`src/rtl/motor_cmd_sched_if.sv`:
```
// Command/PWM bundle between the flight-control law,
// the motor command scheduler and the four PWM ramp blocks.
interface motor_cmd_sched_if;
  logic        arm;
  logic        cmd_valid;
  logic        cmd_ready;
  logic [63:0] cmd_speed;
  logic [3:0]  pwm_busy;
  logic [63:0] speed_out;
  logic [3:0]  speed_oe;
  logic        armed;
  logic        fault;

  modport master (
    output arm,
    output cmd_valid,
    input  cmd_ready,
    output cmd_speed,
    output pwm_busy,
    input  speed_out,
    input  speed_oe,
    input  armed,
    input  fault
  );

  modport slave (
    input  arm,
    input  cmd_valid,
    output cmd_ready,
    input  cmd_speed,
    input  pwm_busy,
    output speed_out,
    output speed_oe,
    output armed,
    output fault
  );
endinterface

```
`src/rtl/motor_cmd_sched.sv`:
```
// Clamps 4-motor speed commands and strobes them out one motor
// at a time; handles arming and the command watchdog failsafe.
module motor_cmd_sched #(
  parameter int unsigned MIN_SPEED   = 256,
  parameter int unsigned MAX_CMD     = 62720,
  parameter int unsigned CMD_TIMEOUT = 2000000,
  parameter int unsigned WDOG_W      = 24
) (
  input logic               clk,
  input logic               rst,
  motor_cmd_sched_if.slave  bus
);

  typedef enum logic [1:0] {
    DISARMED,
    IDLE,
    DISPATCH,
    FAILSAFE
  } state_t;

  localparam logic [15:0] MIN16 = 16'(MIN_SPEED);
  localparam logic [15:0] MAX16 = 16'(MAX_CMD);
  localparam logic [WDOG_W-1:0] WD_LAST = WDOG_W'(CMD_TIMEOUT - 1);

  state_t              state_q, state_d;
  state_t              ret_q, ret_d;
  logic [1:0]          idx_q, idx_d;
  logic [WDOG_W-1:0]   wd_q, wd_d;
  logic                fault_q, fault_d;
  logic [15:0]         sh_q [4];
  logic [15:0]         sh_d [4];
  logic [63:0]         out_q, out_d;
  logic [3:0]          oe_q, oe_d;
  logic                go_disarm;

  function automatic logic [15:0] clamp(input logic [15:0] v);
    if (v < MIN16)      return MIN16;
    else if (v > MAX16) return MAX16;
    else                return v;
  endfunction

  always_comb begin
    state_d   = state_q;
    ret_d     = ret_q;
    idx_d     = idx_q;
    wd_d      = wd_q;
    fault_d   = fault_q;
    sh_d      = sh_q;
    out_d     = out_q;
    oe_d      = '0;
    go_disarm = 1'b0;
    unique case (state_q)
      DISARMED: begin
        if (bus.arm) begin
          state_d = IDLE;
          wd_d    = '0;
        end
      end
      IDLE: begin
        if (!bus.arm) begin
          go_disarm = 1'b1;
        end else if (bus.cmd_valid) begin
          for (int i = 0; i < 4; i++)
            sh_d[i] = clamp(bus.cmd_speed[16*i +: 16]);
          idx_d   = '0;
          ret_d   = IDLE;
          wd_d    = '0;
          state_d = DISPATCH;
        end else if (wd_q == WD_LAST) begin
          for (int i = 0; i < 4; i++)
            sh_d[i] = MIN16;
          fault_d = 1'b1;
          ret_d   = FAILSAFE;
          idx_d   = '0;
          state_d = DISPATCH;
        end else begin
          wd_d = wd_q + 1'b1;
        end
      end
      DISPATCH: begin
        // a disarm-targeted sequence always runs to completion
        if (!bus.arm && ret_q != DISARMED) begin
          go_disarm = 1'b1;
        end else if (!bus.pwm_busy[idx_q]) begin
          out_d[{idx_q, 4'b0000} +: 16] = sh_q[idx_q];
          oe_d[idx_q] = 1'b1;
          idx_d       = idx_q + 1'b1;
          if (idx_q == 2'd3)
            state_d = ret_q;
        end
      end
      FAILSAFE: begin
        if (!bus.arm)
          go_disarm = 1'b1;
      end
      default: state_d = DISARMED;
    endcase
    if (go_disarm) begin
      for (int i = 0; i < 4; i++)
        sh_d[i] = MIN16;
      idx_d   = '0;
      ret_d   = DISARMED;
      fault_d = 1'b0;
      state_d = DISPATCH;
    end
  end

  always_ff @(posedge clk or posedge rst) begin
    if (rst) begin
      state_q <= DISARMED;
      ret_q   <= DISARMED;
      idx_q   <= '0;
      wd_q    <= '0;
      fault_q <= 1'b0;
      out_q   <= {4{MIN16}};
      oe_q    <= '0;
      for (int i = 0; i < 4; i++)
        sh_q[i] <= MIN16;
    end else begin
      state_q <= state_d;
      ret_q   <= ret_d;
      idx_q   <= idx_d;
      wd_q    <= wd_d;
      fault_q <= fault_d;
      out_q   <= out_d;
      oe_q    <= oe_d;
      for (int i = 0; i < 4; i++)
        sh_q[i] <= sh_d[i];
    end
  end

  assign bus.cmd_ready = (state_q == IDLE) && bus.arm;
  assign bus.armed     = (state_q == IDLE) ||
                         (state_q == DISPATCH && ret_q == IDLE);
  assign bus.fault     = fault_q;
  assign bus.speed_out = out_q;
  assign bus.speed_oe  = oe_q;

endmodule

```
`src/flat_wrapper.sv`:
```
// flat-port wrapper written by rule: the top's interface ports become plain ports
module motor_cmd_sched_flat 
#(
  parameter int unsigned MIN_SPEED   = 256,
  parameter int unsigned MAX_CMD     = 62720,
  parameter int unsigned CMD_TIMEOUT = 2000000,
  parameter int unsigned WDOG_W      = 24
)
  (clk, rst, bus_arm, bus_cmd_valid, bus_cmd_ready, bus_cmd_speed, bus_pwm_busy, bus_speed_out, bus_speed_oe, bus_armed, bus_fault);
  motor_cmd_sched_if bus_i ();
  input logic clk;
  input logic rst;
  input wire logic [$bits(bus_i.arm)-1:0] bus_arm;
  input wire logic [$bits(bus_i.cmd_valid)-1:0] bus_cmd_valid;
  output wire logic [$bits(bus_i.cmd_ready)-1:0] bus_cmd_ready;
  input wire logic [$bits(bus_i.cmd_speed)-1:0] bus_cmd_speed;
  input wire logic [$bits(bus_i.pwm_busy)-1:0] bus_pwm_busy;
  output wire logic [$bits(bus_i.speed_out)-1:0] bus_speed_out;
  output wire logic [$bits(bus_i.speed_oe)-1:0] bus_speed_oe;
  output wire logic [$bits(bus_i.armed)-1:0] bus_armed;
  output wire logic [$bits(bus_i.fault)-1:0] bus_fault;
  assign bus_i.arm = bus_arm;
  assign bus_i.cmd_valid = bus_cmd_valid;
  assign bus_cmd_ready = bus_i.cmd_ready;
  assign bus_i.cmd_speed = bus_cmd_speed;
  assign bus_i.pwm_busy = bus_pwm_busy;
  assign bus_speed_out = bus_i.speed_out;
  assign bus_speed_oe = bus_i.speed_oe;
  assign bus_armed = bus_i.armed;
  assign bus_fault = bus_i.fault;
  motor_cmd_sched #(.MIN_SPEED(MIN_SPEED), .MAX_CMD(MAX_CMD), .CMD_TIMEOUT(CMD_TIMEOUT), .WDOG_W(WDOG_W)) u_core (.clk(clk), .rst(rst), .bus(bus_i));
endmodule
```
`config.mk`:
```
export PLATFORM = sky130hd
export DESIGN_NAME = motor_cmd_sched_flat
export DESIGN_NICKNAME = d
export VERILOG_FILES = /design/src/rtl/motor_cmd_sched_if.sv /design/src/rtl/motor_cmd_sched.sv /design/src/flat_wrapper.sv
export SDC_FILE = /design/constraint.sdc
export NUM_CORES = 1
export LEC_CHECK = 0
export BUFFER_PORTS_ARGS = -buffer_cell sky130_fd_sc_hd__buf_2
export CAP_MARGIN = 40
export CORE_ASPECT_RATIO = 0.75
export CORE_MARGIN = 3
export CORE_UTILIZATION = 55
export DETAILED_ROUTE_END_ITERATION = 8
export PLACE_DENSITY = 0.79
export SLEW_MARGIN = 25
export SYNTH_ARGS = -nofsm -noshare
export SYNTH_HDL_FRONTEND = slang
export SYNTH_SLANG_ARGS = --single-unit
```
`constraint.sdc`:
```
create_clock -name clk -period 9.5 [get_ports clk]
set_input_delay 0.95 -clock clk [delete_from_list [all_inputs] [get_ports clk]]
set_output_delay 0.95 -clock clk [all_outputs]
set_load 0.03 [all_outputs]
```
# Yosys cells after proc, flatten, opt, wreduce, memory -nomap -nowiden
# Cells that the tools add are included.
totals:
  ff_bits: 163
  out_inout_bits: 71
  wordCells: 126
  in_bits: 72
classes:
  n_reduce_logical: 22
  shift: 2
  bitwise_logic: 3
  mux: 58
  add_sub_neg: 3
  n_lt_le_gt_ge: 11
  n_eq_ne: 16
op_table:
  columns: ["operator", "count"]
  rows:
  - ["64-bit 2-to-1 mux", 5]
  - ["16-bit 2-to-1 mux", 10]
  - ["24-bit 2-to-1 mux", 4]
  - ["64-bit bitwise mux", 1]
  - ["16-bit greater-than comparator, second input constant", 4]
  - ["16-bit by 9-bit less-than comparator with 1-bit output, second input constant", 4]
  - ["16-bit by 8-bit variable shift with 64-bit output, first input constant", 1]
  - ["16-bit by 8-bit variable part select with 64-bit output", 1]
  - ["24-bit one-hot mux with 2 select lines", 1]
  - ["2-bit 2-to-1 mux", 19]
  - ["16-bit binary-select mux with 2-bit select", 1]
  - ["24-bit by 1-bit adder with 24-bit output, second input constant", 1]
  - ["24-bit by 21-bit == test with 1-bit output, second input constant", 1]
  - ["4-bit 2-to-1 mux", 3]
  - ["3-bit by 2-bit != test with 1-bit output, second input constant", 4]
  - ["2-bit nonzero test", 5]
  - ["1-bit 2-to-1 mux", 9]
  - ["6-bit negation with 8-bit output", 1]
  - ["4-bit AND reduction", 2]
  - ["7-bit AND reduction", 1]
  - ["2-bit == test, second input constant", 3]
  - ["2-bit one-hot mux with 3 select lines", 1]
  - ["3-bit AND reduction", 2]
  - ["3-bit nonzero test", 2]
  - ["other kinds (23)", 29]

# Longest topological paths before layout
logic_depth:
  word_depth: 7
  ltp_mapped: 10
  mapped_depth_nobuf: 7

# Worst setup path after synthesis
# No wires, ideal clock.
synth_path:
  path_kind: "flip-flop to flip-flop"
  startpoint: "reg u_core.idx_q[1]"
  endpoint: "reg u_core.out_q[8] (netlist: u_core.bus.speed_out[8])"
  slack_ns: 7.073
  t_required_ns: 9.421
  n_path_buf: 3
  synth_period_minus_slack_ns: 2.427
  path_stages_with_launch: 9
  setup_time_ns: 0.079
  arrival_ns: 2.348
  cell_sequence: "dfrtp_1 > buf_2 > buf_1 > inv_1 > ha_1 > nor3b_1 > clkbuf_1 > nand2_1 > o21ai_0"
synth_between:
  elab_chain_len: 6
  elab_cells_between_ends: 12
  cone_classes: "add/sub: 1; shift: 2; mux: 6; bitwise: 2; reduce/logical: 1"
synth_lines:
  columns: ["element", "line_no", "text"]
  rows:
  - ["start: declaration", "motor_cmd_sched.sv:27", "logic [1:0] idx_q, idx_d;"]
  - ["start signal: assignment", "motor_cmd_sched.sv:122", "idx_q <= idx_d;"]
  - ["branches (longest 6 deep; another with 6-bit negation with 8-bit output)", null, null]
  - ["end signal: assignment", "motor_cmd_sched.sv:115", "out_q <= {4{MIN16}};"]
  - ["end signal: assignment", "motor_cmd_sched.sv:125", "out_q <= out_d;"]
  - ["end: declaration", "motor_cmd_sched.sv:32", "logic [63:0] out_q, out_d;"]
# Several ways; the timed one is not identified. The select of a mux whose other input is x is not followed.
# A chain may end at the register's enable or synchronous reset.

# Worst setup path in the final report
layout_path:
  startpoint: "reg u_core.state_q[1]"
  endpoint: "reg u_core.wd_q[15]"
layout_between:
  elab_chain_len: 3
  elab_cells_between_ends: 8
  cone_classes: "eq/ne: 4; mux: 1; reduce/logical: 3"
layout_lines:
  columns: ["element", "line_no", "text"]
  rows:
  - ["start: declaration", "motor_cmd_sched.sv:25", "state_t state_q, state_d;"]
  - ["start signal: assignment", "motor_cmd_sched.sv:120", "state_q <= state_d;"]
  - ["2-bit by 1-bit == test with 1-bit output or 2-bit zero test (tied branches)", "motor_cmd_sched.sv:52", "unique case (state_q)"]
  - ["3-bit != test (no line) (tied with other cells)", null, null]
  - ["4-bit AND reduction (no line)", null, null]
  - ["end signal: assignment", "motor_cmd_sched.sv:123", "wd_q <= wd_d;"]
  - ["end: declaration", "motor_cmd_sched.sv:28", "logic [WDOG_W-1:0] wd_q, wd_d;"]
# Several ways; a longest one is shown, not always the timed one.

==> impl_metrics.tcl <==
set metrics [dict create \
    setup-violations-final 0 \
    synth_cell_types 60 \
    final_nets 953 \
    synthArstFlopShare_pct 100 \
    fin_area_um2 9190 \
    max_freq_mhz 358 \
    regArea_um2 4090 \
    portBuffers 142 \
    grt_setup_unrepaired "false" \
    finalWorstSetupSlack_ps 6710 \
    startpoint_type "flop" \
    area_growth_pct 18.6 \
    diodes 0 \
    critPathKind "reg2reg" \
    die_h_um 109 \
    num_rows 36 \
    cts_inserted_buffers 17 \
    ctsResizeCount 0 \
    overflow 0 \
    cts_hold_buf 0 \
    synth_edf_count 0 \
    dp.final_hpwl_mm 15.1 \
    path_clk_slew_ps 60 \
    final_cell_mix "155 x dfrtp_1, 149 x nand2_1, 142 x buf_2, 57 x a32o_1, 53 x o21ai_0" \
    drc 0 \
    slowest_delay_ps 570 \
    wl_per_cell_um 20.0 \
    ant_nets 0 \
    dieWidth_um 143 \
    multi_input_area_um2 3360 \
    antenna_found_initial 0 \
    min_path_cells 2 \
    syn-num-nets 822 \
    fin_cells 1054 \
    cp_slowest_cell "nor2b_1" \
    fillerInstances 947 \
    total_power_mw 2.42 \
    synth_area_per_cell_um2 10.5 \
    synth.ff_latch_count 163 \
    grt_max_degree 78 \
    cp.arrival_ps 3150 \
    end_kind "flop" \
    clock-sinks 163 \
    post-route-period-util_pct 29.4 \
    hold_viol 0 \
    slew_headroom_pct 48.4 \
    initial_core_util_pct 58.0 \
    placed_cells 1017 \
    num_io_pins 143 \
    reg2reg_depth 7 \
    gp_congestion 0.899 \
    final_common_cell "dfrtp_1" \
    synthCells 739 \
    drive_gt1_share_pct 26.4 \
    tns_ps 0 \
    clockBufferDepth 2 \
    hp-class "reg2reg" \
    cts_setup_buffers 0 \
    post_dp_cell_area_um2 8560 \
    grt_pass1_vias 6360 \
    cts_max_level 4 \
    cts_root_buf "clkbuf_16" \
    core_area_um2 13400 \
    grt_pass1_wl_mm 33.4 \
    cap_violations 0 \
    seq_area_frac_synth_pct 52.7 \
    grt_use_total_pct 27.7 \
    finClkSkew_ps 12.9 \
    tightestPinTransition_ps 768 \
    drv_slew 0 \
    ys_warn_count 0 \
    syn_area_um2 7750 \
    p_leak_nw 4.44 \
    dr.pass1.iters 6 \
    drt_iter0_drc 748 \
    critical_path_peak_fanout 10 \
    status "complete, no violations" \
    ir_drop_v 0.000154 \
    finalCriticalPeriod_ps 2790 \
    post_drt_via_cell_ratio 6.29 \
    wirelength_mm 21.1 \
    routed-via-count 6632 \
    dieArea_um2 15600 \
    dp_slack_ps 6440 \
    p_per_area_nw_per_um2 263 \
    cp_data_required_time_ps 9850 \
    cts_tree "done" \
    clk_latency_ps 430 \
    crit_chain "inv_1, ha_1, nor2_1, nor2b_1, o21ai_1, or4_1, a21oi_1" \
    ys.flop_type "dfrtp_1" \
]
[kinds of logic (layout without fill, tap and decap cells)]
kind of cell / count (synthesis) / count (layout) / synth area share (%)
fa+ha+maj: 11 / 11 / 1.77
xor+xnor: 16 / 16 / 1.81
simple gates: 304 / 304 / 19.1
buf+inv: 65 / 209 / 4.05
flops: 163 / 163 / 52.7
compound gates: 162 / 162 / 15.5
mux: 18 / 18 / 5.08
[metrics by stage]
stage | util, % | hold slack [ps]
after floorplan | - | 463
after global placement | 63.7 | 446
after detailed placement | 64.0 | 451
after CTS | 68.3 | 465
after global routing | 68.7 | 485
final | 68.7 | 462
[per-layer routing]
metal  global-route usage (%)  vias up  wire [um]
li1                         -     2969          -
met1                     41.1     3268       9170
met2                     40.5      363       9420
met3                     7.06       32       2090
met4                     8.48        0        380
met5                        0        -          0
[power by group]
part | internal, mW | switching (mW) | leakage (nW)
registers | 0.861 | 0.127 | 2.18
logic | 0.304 | 0.449 | 1.97
clock network | 0.376 | 0.300 | 0.284
total | 1.54 | 0.876 | 4.44
[synthesized netlist by cell type, drive strengths merged, types with 11 or more instances]
master / instances / share of area [%]
nor2: 34 / 1.6
a32o: 57 / 7.4
inv: 19 / 0.92
dfrtp: 155 / 50
o21ai: 56 / 3.6
clkbuf: 25 / 1.2
xor2: 14 / 1.6
nor4: 14 / 1.1
a21oi: 13 / 0.84
mux4: 17 / 4.9
nand2: 151 / 7.4
ha: 11 / 1.8
nand3: 50 / 3.2
buf: 21 / 1.9
[flip-flops by register name (all words and copies together) (netlist names)]
name and flops:
u_core.bus.speed_out 64, u_core.sh_q 64, u_core.wd_q 24, u_core.bus.speed_oe 4
u_core.idx_q 2, u_core.ret_q 2, u_core.state_q 2, u_core.bus.fault 1
[cell type report]
type	instances	area share [%]
clock buffer	18	4.78
clock inverter	14	1.54
inverter	19	0.830
multi-input combinational	511	36.6
sequential	163	44.5
tap	171	2.33
timing repair buffer	158	9.47
[worst paths after layout]
path | from | to | slack (ps)
max | u_core.state_q[1]$_DFFE_PP0P_ | u_core.wd_q[15]$_DFFE_PP0P_ | 6710
min | u_core.bus.speed_out[22]$_DFFE_PP0P_ | u_core.bus.speed_out[22]$_DFFE_PP0P_ | 460
max reg2reg | u_core.state_q[1]$_DFFE_PP0P_ | u_core.wd_q[15]$_DFFE_PP0P_ | 6710
min reg2reg | u_core.bus.speed_out[22]$_DFFE_PP0P_ | u_core.bus.speed_out[22]$_DFFE_PP0P_ | 460
max in group asynchronous | rst | u_core.sh_q[24]$_DFFE_PP1P_ | 7550
min in group asynchronous | rst | u_core.bus.speed_out[28]$_DFFE_PP0P_ | 630
[worst max-delay path: cells and delay by family, from the launching register on]
kind | cells | cell delay [ps]
compound gates | 2 | 560
flops | 1 | 470
fa+ha+maj | 1 | 360
buf+inv | 1 | 150
simple gates | 3 | 1180
Power figures use the tool's default switching activity.
